File: src/rtl/i2c_command_sequencer_pkg.sv
// Shared types for the I2C command sequencer: FSM states, queued command
// layout and watchdog sizing.
package i2c_command_sequencer_pkg;

    // Field widths of a queued command. The top-level width parameters
    // default to these values and must match them, because command_t fixes
    // the field layout stored in the FIFO.
    localparam int unsigned CmdDataWidth     = 8;
    localparam int unsigned CmdRegisterWidth = 8;
    localparam int unsigned CmdAddressWidth  = 7;

    // Watchdog counter width.
    localparam int unsigned TimeoutWidth = 16;

    typedef enum logic [1:0] {
        StIdle,
        StLaunch,
        StActive,
        StRespond
    } seq_state_e;

    typedef struct packed {
        logic                        rw;
        logic [CmdAddressWidth-1:0]  device;
        logic [CmdRegisterWidth-1:0] register_addr;
        logic [CmdDataWidth-1:0]     data;
    } command_t;

    // Saturating increment so a stuck phase never wraps back to zero.
    function automatic logic [TimeoutWidth-1:0] watchdog_next(
        input logic [TimeoutWidth-1:0] value
    );
        if (value == {TimeoutWidth{1'b1}}) begin
            return value;
        end
        return value + {{(TimeoutWidth-1){1'b0}}, 1'b1};
    endfunction

endpackage

File: src/rtl/i2c_command_fifo.sv
// Synchronous command FIFO. Pointers carry one extra wrap bit so full and
// empty are distinguished without an occupancy counter.
module i2c_command_fifo #(
    parameter int unsigned DEPTH = 4,
    parameter int unsigned WIDTH = 8
) (
    input  logic             i_clock,
    input  logic             i_reset_n,
    input  logic             i_push,
    input  logic [WIDTH-1:0] i_push_data,
    input  logic             i_pop,
    output logic [WIDTH-1:0] o_pop_data,
    output logic             o_full,
    output logic             o_empty
);

    localparam int unsigned AddrWidth = $clog2(DEPTH);
    localparam int unsigned PtrWidth  = AddrWidth + 1;
    localparam logic [PtrWidth-1:0] PtrOne = {{(PtrWidth-1){1'b0}}, 1'b1};

    logic [WIDTH-1:0]    r_mem [DEPTH];
    logic [PtrWidth-1:0] r_wr_ptr;
    logic [PtrWidth-1:0] r_rd_ptr;
    logic                w_push;
    logic                w_pop;

    assign o_full  = (r_wr_ptr[PtrWidth-1] != r_rd_ptr[PtrWidth-1]) &&
                     (r_wr_ptr[AddrWidth-1:0] == r_rd_ptr[AddrWidth-1:0]);
    assign o_empty = (r_wr_ptr == r_rd_ptr);
    assign w_push  = i_push && !o_full;
    assign w_pop   = i_pop && !o_empty;

    // Head entry is presented combinationally; no fall-through from push.
    assign o_pop_data = r_mem[r_rd_ptr[AddrWidth-1:0]];

    // Pointer update; reset flushes the queue by equalising the pointers.
    always_ff @(posedge i_clock) begin
        if (!i_reset_n) begin
            r_wr_ptr <= '0;
            r_rd_ptr <= '0;
        end else begin
            if (w_push) begin
                r_wr_ptr <= r_wr_ptr + PtrOne;
            end
            if (w_pop) begin
                r_rd_ptr <= r_rd_ptr + PtrOne;
            end
        end
    end

    // Storage write; contents need no reset since the pointers gate reads.
    always_ff @(posedge i_clock) begin
        if (w_push) begin
            r_mem[r_wr_ptr[AddrWidth-1:0]] <= i_push_data;
        end
    end

endmodule

File: src/rtl/i2c_command_sequencer.sv
// Front-end for i2c_master: queues register-access commands, launches them
// one at a time, watches the master's busy handshake and returns one
// response per command, flagging a timeout if a phase stalls.
module i2c_command_sequencer
    import i2c_command_sequencer_pkg::*;
#(
    parameter int unsigned DATA_WIDTH     = CmdDataWidth,
    parameter int unsigned REGISTER_WIDTH = CmdRegisterWidth,
    parameter int unsigned ADDRESS_WIDTH  = CmdAddressWidth,
    parameter int unsigned COMMAND_DEPTH  = 4,
    parameter logic [TimeoutWidth-1:0] TIMEOUT_CYCLES = 16'hFFFF
) (
    input  logic                      clock,
    input  logic                      reset_n,
    input  logic                      command_valid,
    output logic                      command_ready,
    input  logic                      command_read_write,
    input  logic [ADDRESS_WIDTH-1:0]  command_device_address,
    input  logic [REGISTER_WIDTH-1:0] command_register_address,
    input  logic [DATA_WIDTH-1:0]     command_data,
    input  logic [15:0]               divider,
    output logic                      response_valid,
    input  logic                      response_ready,
    output logic                      response_read_write,
    output logic [DATA_WIDTH-1:0]     response_data,
    output logic                      response_timeout,
    output logic                      sequencer_busy,
    output logic                      master_enable,
    output logic                      master_read_write,
    output logic [DATA_WIDTH-1:0]     master_mosi_data,
    output logic [REGISTER_WIDTH-1:0] master_register_address,
    output logic [ADDRESS_WIDTH-1:0]  master_device_address,
    output logic [15:0]               master_divider,
    input  logic [DATA_WIDTH-1:0]     master_miso_data,
    input  logic                      master_busy
);

    // Last watchdog value before expiry: a phase gets exactly
    // TIMEOUT_CYCLES cycles (TIMEOUT_CYCLES must be at least 1).
    localparam logic [TimeoutWidth-1:0] WatchdogLast = TIMEOUT_CYCLES - 16'd1;

    seq_state_e                r_state;
    logic [TimeoutWidth-1:0]   r_watchdog;
    logic                      r_response_valid;
    logic                      r_response_read_write;
    logic [DATA_WIDTH-1:0]     r_response_data;
    logic                      r_response_timeout;
    logic                      r_master_enable;
    logic                      r_master_read_write;
    logic [DATA_WIDTH-1:0]     r_master_mosi_data;
    logic [REGISTER_WIDTH-1:0] r_master_register_address;
    logic [ADDRESS_WIDTH-1:0]  r_master_device_address;
    logic [15:0]               r_master_divider;

    command_t w_push_cmd;
    command_t w_head_cmd;
    logic     w_fifo_full;
    logic     w_fifo_empty;
    logic     w_fifo_push;
    logic     w_fifo_pop;
    logic     w_watchdog_expired;

    assign w_push_cmd.rw            = command_read_write;
    assign w_push_cmd.device        = command_device_address;
    assign w_push_cmd.register_addr = command_register_address;
    assign w_push_cmd.data          = command_data;

    assign command_ready      = !w_fifo_full;
    assign w_fifo_push        = command_valid && command_ready;
    assign w_fifo_pop         = (r_state == StIdle) && !w_fifo_empty;
    assign w_watchdog_expired = (r_watchdog >= WatchdogLast);

    i2c_command_fifo #(
        .DEPTH (COMMAND_DEPTH),
        .WIDTH ($bits(command_t))
    ) u_command_fifo (
        .i_clock     (clock),
        .i_reset_n   (reset_n),
        .i_push      (w_fifo_push),
        .i_push_data (w_push_cmd),
        .i_pop       (w_fifo_pop),
        .o_pop_data  (w_head_cmd),
        .o_full      (w_fifo_full),
        .o_empty     (w_fifo_empty)
    );

    // Sequencer FSM with watchdog, response register and master outputs.
    always_ff @(posedge clock) begin
        if (!reset_n) begin
            r_state                   <= StIdle;
            r_watchdog                <= '0;
            r_response_valid          <= 1'b0;
            r_response_read_write     <= 1'b0;
            r_response_data           <= '0;
            r_response_timeout        <= 1'b0;
            r_master_enable           <= 1'b0;
            r_master_read_write       <= 1'b0;
            r_master_mosi_data        <= '0;
            r_master_register_address <= '0;
            r_master_device_address   <= '0;
            r_master_divider          <= '0;
        end else begin
            unique case (r_state)
                StIdle: begin
                    if (!w_fifo_empty) begin
                        r_master_read_write       <= w_head_cmd.rw;
                        r_master_device_address   <= w_head_cmd.device;
                        r_master_register_address <= w_head_cmd.register_addr;
                        r_master_mosi_data        <= w_head_cmd.data;
                        r_master_divider          <= divider;
                        r_master_enable           <= 1'b1;
                        r_watchdog                <= '0;
                        r_state                   <= StLaunch;
                    end
                end
                StLaunch: begin
                    if (master_busy) begin
                        r_master_enable <= 1'b0;
                        r_watchdog      <= '0;
                        r_state         <= StActive;
                    end else if (w_watchdog_expired) begin
                        // Master never started: answer with a timeout.
                        r_master_enable       <= 1'b0;
                        r_response_valid      <= 1'b1;
                        r_response_read_write <= r_master_read_write;
                        r_response_data       <= '0;
                        r_response_timeout    <= 1'b1;
                        r_watchdog            <= '0;
                        r_state               <= StRespond;
                    end else begin
                        r_watchdog <= watchdog_next(r_watchdog);
                    end
                end
                StActive: begin
                    if (!master_busy) begin
                        r_response_valid      <= 1'b1;
                        r_response_read_write <= r_master_read_write;
                        r_response_data       <= r_master_read_write ? master_miso_data : '0;
                        r_response_timeout    <= 1'b0;
                        r_watchdog            <= '0;
                        r_state               <= StRespond;
                    end else if (w_watchdog_expired) begin
                        r_response_valid      <= 1'b1;
                        r_response_read_write <= r_master_read_write;
                        r_response_data       <= '0;
                        r_response_timeout    <= 1'b1;
                        r_watchdog            <= '0;
                        r_state               <= StRespond;
                    end else begin
                        r_watchdog <= watchdog_next(r_watchdog);
                    end
                end
                StRespond: begin
                    if (response_ready) begin
                        r_response_valid <= 1'b0;
                        r_watchdog       <= '0;
                        r_state          <= StIdle;
                    end
                end
                default: begin
                    r_state <= StIdle;
                end
            endcase
        end
    end

    assign sequencer_busy          = (r_state != StIdle) || !w_fifo_empty;
    assign response_valid          = r_response_valid;
    assign response_read_write     = r_response_read_write;
    assign response_data           = r_response_data;
    assign response_timeout        = r_response_timeout;
    assign master_enable           = r_master_enable;
    assign master_read_write       = r_master_read_write;
    assign master_mosi_data        = r_master_mosi_data;
    assign master_register_address = r_master_register_address;
    assign master_device_address   = r_master_device_address;
    assign master_divider          = r_master_divider;

endmodule
File: config.mk
export PLATFORM = sky130hd
export DESIGN_NAME = i2c_command_sequencer
export DESIGN_NICKNAME = d
export VERILOG_FILES = /design/src/rtl/i2c_command_sequencer_pkg.sv /design/src/rtl/i2c_command_fifo.sv /design/src/rtl/i2c_command_sequencer.sv
export SDC_FILE = /design/constraint.sdc
export NUM_CORES = 1
export LEC_CHECK = 0
export ABC_CLOCK_PERIOD_IN_PS = 5470
export CORE_UTILIZATION = 50
export DETAILED_ROUTE_END_ITERATION = 12
export MAX_ROUTING_LAYER = met4
export PLACE_DENSITY = 0.74
export SLEW_MARGIN = 15
export SYNTH_ARGS = -nofsm -noshare
export SYNTH_HDL_FRONTEND = slang
export SYNTH_HIERARCHICAL = 1
export SYNTH_SLANG_ARGS = --single-unit
export TNS_END_PERCENT = 30
File: constraint.sdc
create_clock -name clock -period 5.47 [get_ports clock]
set_input_delay 0.547 -clock clock [delete_from_list [all_inputs] [get_ports clock]]
set_output_delay 0.547 -clock clock [all_outputs]
set_load 0.05 [all_outputs]
======== Yosys cells after proc, flatten, opt, wreduce, memory -nomap -nowiden ========
Memories as Yosys holds them, arrays and structs flattened. A register that Yosys moved wholly into a read port is not among the register bits.
Index checks and enable logic that the tools add are counted.
cells by class
  multiplexer cells ....................... 48
  div/mod/pow operators ................... 0
  multipliers ............................. 0
  shifts and indexed selects .............. 0
  bitwise logic cells ..................... 1
  equality and inequality tests ........... 11
  $add $sub $neg .......................... 3
  reductions and logical operators ........ 19
  magnitude comparators ................... 1
operator list
  cell                     count
  $mux W16                 9
  $pmux W16 S4             1
  $mux W8                  4
  $mux W1                  23
  $add A16 B1 Y16 const B  1
  $eq A16 B16 Y1 const B   1
  $ge A16 B16 Y1 const B   1
  $pmux W8 S2              1
  $mux W2                  5
  $pmux W2 S4              1
  $add A3 B1 Y3 const B    2
  $ne A2 B2 Y1 const B     3
  $pmux W1 S2              3
  $reduce_and A2 Y1        3
  $reduce_and A3 Y1        2
  $reduce_bool A2 Y1       3
  $logic_and A1 B1 Y1      5
  $eq A2 B2 Y1 const B     2
  $eq A3 B3 Y1             1
  $logic_not A1 Y1         3
  $ne A3 B3 Y1 const B     1
  $pmux W1 S3              1
  $reduce_bool A3 Y1       1
  $eq A2 B1 Y1 const B     1
  5 further kinds          5
word-level totals
  memories ................................ 1
  RAM bits ................................ 96
  bits in read-only memories .............. 0
  flip-flop bits (word level) ............. 52
  output and inout port bits .............. 54
  bits in latches ......................... 0
memories
  memory                words  bits a word  rd ports  clocked after memory_dff  write ports  RTL line                RTL
  u_command_fifo.r_mem  4      24           1         1                         1            i2c_command_fifo.sv:21  logic [WIDTH-1:0] r_mem [DEPTH];

======== Logic depth before layout (Yosys ltp) ========
  word-level depth ........................ 10
  gate-level depth with buffers ........... 10
  mapped depth without buffers ............ 7

======== Hierarchy ========
The synthesis kept the hierarchy.
modules (own cells, without submodules)
  module                 cells an instance  times used  area each (µm²)  sequential area each (µm²)
  i2c_command_fifo       194                1           4031.4           3042.9
  i2c_command_sequencer  381                1           3080.5           1401.3

======== Worst setup path after synthesis ========
OpenSTA, ideal clock, no wires.
  kind .................................... register to register
  start point ............................. reg u_command_fifo.r_wr_ptr[0]
  end point ............................... mem u_command_fifo/r_mem[3][0] (netlist name) (enable)
  setup slack ............................. 2713 ps
  data arrival time ....................... 2352 ps
  setup time .............................. 405 ps
  cell stages (with the launch flop) ...... 6
  data required time ...................... 5065 ps
  clock period less this slack ............ 2757 ps
  cells stage by stage .................... dfxtp_1 xor2_1 nor3_1 nor2b_1 nand2_1 nor2_1
on the way
  longest elaborated chain between the ends .. 7
RTL lines
  what                           RTL line                     RTL
  from (decl)                    i2c_command_fifo.sv:22       logic [PtrWidth-1:0] r_wr_ptr;
  from (signal assigned)         i2c_command_fifo.sv:43       r_wr_ptr <= r_wr_ptr + PtrOne;
  $eq A2 B2 Y1                   i2c_command_fifo.sv:28       (r_wr_ptr[AddrWidth-1:0] == r_rd_ptr[AddrWidth-1:0]);
  $logic_and A1 B1 Y1            i2c_command_fifo.sv:27       assign o_full = (r_wr_ptr[PtrWidth-1] != r_rd_ptr[PtrWidth-1]) &&
  via w_fifo_full                i2c_command_sequencer.sv:57  logic w_fifo_full;
  $logic_not A1 Y1               i2c_command_sequencer.sv:68  assign command_ready = !w_fifo_full;
  $logic_and A1 B1 Y1            i2c_command_sequencer.sv:69  assign w_fifo_push = command_valid && command_ready;
  via w_fifo_push                i2c_command_sequencer.sv:59  logic w_fifo_push;
  $logic_and A1 B1 Y1            i2c_command_fifo.sv:30       assign w_push = i_push && !o_full;
  $mux W1                        i2c_command_fifo.sv:53       if (w_push) begin
  $mux W1 (implied by the code)  i2c_command_fifo.sv:54       r_mem[r_wr_ptr[AddrWidth-1:0]] <= i_push_data;
  to (decl)                      i2c_command_fifo.sv:21
The timed path passes the listed nets, and every way through them passes these cells.

======== Worst setup path in the final report ========
  start point ............................. reg u_command_fifo.r_wr_ptr[0]
  end point ............................... reg u_command_fifo.r_rd_ptr[1]
on the way
  longest elaborated chain between the ends .. 4
RTL lines
  what                   RTL line                                             RTL
  $eq A3 B3 Y1 *         i2c_command_fifo.sv:29                               assign o_empty = (r_wr_ptr == r_rd_ptr);
  via w_fifo_empty       i2c_command_sequencer.sv:58                          logic w_fifo_empty;
  $logic_not A1 Y1 *     i2c_command_fifo.sv:31, i2c_command_sequencer.sv:70
  $logic_and A1 B1 Y1    i2c_command_sequencer.sv:70                          assign w_fifo_pop = (r_state == StIdle) && !w_fifo_empty;
  $logic_and A1 B1 Y1 *  i2c_command_fifo.sv:31                               assign w_pop = i_pop && !o_empty;
  to (signal assigned)   i2c_command_fifo.sv:46                               r_rd_ptr <= r_rd_ptr + PtrOne;
  to (decl)              i2c_command_fifo.sv:23                               logic [PtrWidth-1:0] r_rd_ptr;
Mark *: on every way through the listed nets, which the timed path passes. The rest lies on a longest branch.
A chain may end at the register's enable or synchronous reset.

==> flow_summary.json <==
{
  "status": "finished clean",
  "yosys-top-cells-area": "edfxtp_1, dfxtp_1, mux4_2, nand2_1, a21oi_1",
  "row_count": 43,
  "groute.usage.overall": 0.227,
  "rsz0062_at_grt": "false",
  "cp.arrival_ns": 3.67,
  "dr_total_vias": 4938,
  "grt_max_degree": 57,
  "dpl.cell_count": 834,
  "crit_required_ns": 5.75,
  "setup_viol": 0,
  "hp-class": "reg2reg",
  "synthFlopType": "edfxtp_1",
  "antenna_left": 0,
  "end_kind": "register",
  "netlist_instances": 575,
  "fin_nets": 738,
  "clk_latency_ns": 0.43,
  "port_buffers": 106,
  "gp_congestion": 0.856,
  "overflow": 0,
  "routed_wl_um": 15200,
  "drc": 0,
  "post_cts_buffers": 0,
  "cp_max_fo": 42,
  "numCtsBuffers": 17,
  "dieArea_um2": 14700,
  "crit_type": "reg2reg",
  "cts_resized": 0,
  "yosysUniqueCellTypes": 55,
  "core_area_um2": 13900,
  "antenna_found_initial": 0,
  "layout_commonest_cell": "clkdlybuf4s50_1",
  "stdcell_count": 866,
  "cts_max_path_buffers": 2,
  "clock_sinks": 174,
  "die_h_um": 121,
  "max_freq_mhz": 295,
  "clk_pin_slew_worst_paths_ns": 0.06,
  "grt_first_pass_wirelength_um": 24300,
  "synth_area_um2": 7110,
  "p_per_area_nw_per_um2": 545,
  "ys_warn_count": 6,
  "worstSetupStartpointType": "register",
  "tightest_slew_ns": 1.01,
  "drive_above_1_share": 0.101,
  "synth_edf_count": 96,
  "final_max_slew_viol_count": 0,
  "fp.dieW_um": 121,
  "synthArstFlopShare": 0,
  "io_pins": 107,
  "p_leak_nw": 2.97,
  "hold_viol_final": 0,
  "synth_top_area_share": 0.405,
  "cap_violations": 0,
  "antenna_cells": 0,
  "root_buffer": "clkbuf_16",
  "synth-seq-area-share": 0.625,
  "areaGrowthSynthToFinish_pct": 23.9,
  "dr.pass1.iters": 5,
  "tns_ns": 0,
  "fin_worst_skew_ns": 0.00746,
  "yosysTopAreaCell": "edfxtp_1",
  "ys_seq_elements": 174,
  "vias_per_cell": 5.70,
  "cts_hold_buffers": 0,
  "first_iter_violations": 415,
  "wire_per_inst_um": 17.6,
  "htreeDepth": 4,
  "finalCriticalPeriod_ns": 3.39,
  "cts_tree": "yes",
  "final.period_utilization": 0.620,
  "slew_headroom": 0.327,
  "vdd_drop_max_uv": 529,
  "dp_hpwl_um": 9800,
  "syn_avg_cell_area_um2": 12.4,
  "grt_pass1_vias": 4858,
  "start_util": 0.512,
  "synth_fp_nets": 640,
  "final_cell_mix": "clkdlybuf4s50_1, nand2_1, edfxtp_1, dfxtp_1, a21oi_1"
}
-- synthesized netlist by cell type, types with 2 or more instances --
cell type / instances
a41oi_1: 2
or3_1: 3
nand2_1: 99
and4_4: 3
o221a_2: 2
and3_1: 7
buf_1: 2
inv_1: 16
mux4_2: 24
a32o_1: 8
buf_6: 3
a21oi_1: 49
xor2_1: 3
nand3b_1: 5
buf_4: 2
a211oi_1: 5
and2_1: 6
xnor2_1: 3
nand4_1: 8
a21boi_0: 2
buf_2: 5
nand3_1: 15
nor3_1: 15
or4_1: 3
clkbuf_1: 21
nor4b_1: 2
dfxtp_1: 78
o21ai_0: 12
a31oi_1: 13
nand2b_1: 5
ha_1: 12
nor2_1: 12
o211ai_1: 4
o22ai_1: 2
edfxtp_1: 96
nor2b_1: 4
a211o_1: 6
-- cell type report --
| class | instances | area [µm²] |
|---|---|---|
| tap | 180 | 225 |
| timing repair buffer | 113 | 1110 |
| sequential | 174 | 4450 |
| clock buffer | 20 | 437 |
| clock inverter | 12 | 87.6 |
| inverter | 16 | 60.1 |
| fill | 1047 | 5070 |
| multi-input combinational | 351 | 2440 |
-- where the power goes --
group	internal (mW)	switching, mW	leakage (nW)	total, mW
Clock	0.583	0.486	0.254	1.07
Combinational	0.624	1.26	1.20	1.89
Sequential	1.66	0.177	1.52	1.84
Total	2.87	1.93	2.97	4.80
-- final timing paths --
check / from / endpoint / slack, ns / cells after the start
worst min register to register: master_divider[8]$_SDFFE_PN0P_ / master_divider[8]$_SDFFE_PN0P_ / 0.46 / 2
worst max-delay path: u_command_fifo/r_wr_ptr[0]$_SDFFE_PN0P_ / u_command_fifo/r_rd_ptr[1]$_SDFFE_PN0P_ / 2.08 / 8
worst max register to register: u_command_fifo/r_wr_ptr[0]$_SDFFE_PN0P_ / u_command_fifo/r_rd_ptr[1]$_SDFFE_PN0P_ / 2.08 / 8
worst min-delay path: master_divider[8]$_SDFFE_PN0P_ / master_divider[8]$_SDFFE_PN0P_ / 0.46 / 2
-- worst max-delay path: stages (launching register included) --
cell	delay, ns
dfxtp_1	0.46
xor2_1	0.46
nor3_1	0.16
nand2b_2	0.64
inv_1	0.70
buf_4	0.42
inv_1	0.07
o21ai_0	0.15
a41oi_1	0.17
-- through the flow --
| step | instance area (µm²) | hold WS, ns | util | worst slack (ns) | power, mW |
|---|---|---|---|---|---|
| final | 8810 | 0.457 | 0.635 | 2.08 | 4.80 |
| after global placement | 8290 | 0.443 | 0.597 | 2.28 | 3.71 |
| after floorplan | 7110 | 0.484 | - | 2.71 | 3.15 |
| after global routing | 8810 | 0.476 | 0.635 | 1.81 | 5.05 |
| after detailed placement | 8290 | 0.450 | 0.597 | 2.09 | 3.76 |
| after CTS | 8810 | 0.458 | 0.635 | 2.10 | 4.83 |
-- registers in the layout, summed over array words and instances (netlist names), 2 cells and up, named ones only --
name and cells:
master_device_address 7, master_divider 16, master_mosi_data 8, master_register_address 8
r_state 2, r_watchdog 16, response_data 8, u_command_fifo/r_mem 96
u_command_fifo/r_rd_ptr 3, u_command_fifo/r_wr_ptr 3
-- per-layer routing --
metal | wire (µm) | track usage | up-vias
li1 | - | - | 2357
met1 | 6130 | 0.263 | 2381
met2 | 7790 | 0.379 | 179
met3 | 1060 | 0.0658 | 21
met4 | 240 | 0.0779 | 0
met5 | 0 | - | -
-- kinds of logic after synthesis --
| logic type | synth area share |
|---|---|
| simple gates | 0.131 |
| flops | 0.625 |
| compound gates | 0.106 |
| buf+inv | 0.0320 |
| mux | 0.0776 |
| fa+ha+maj | 0.0211 |
| xor+xnor | 0.00739 |
Power figures use the tool's default switching activity.
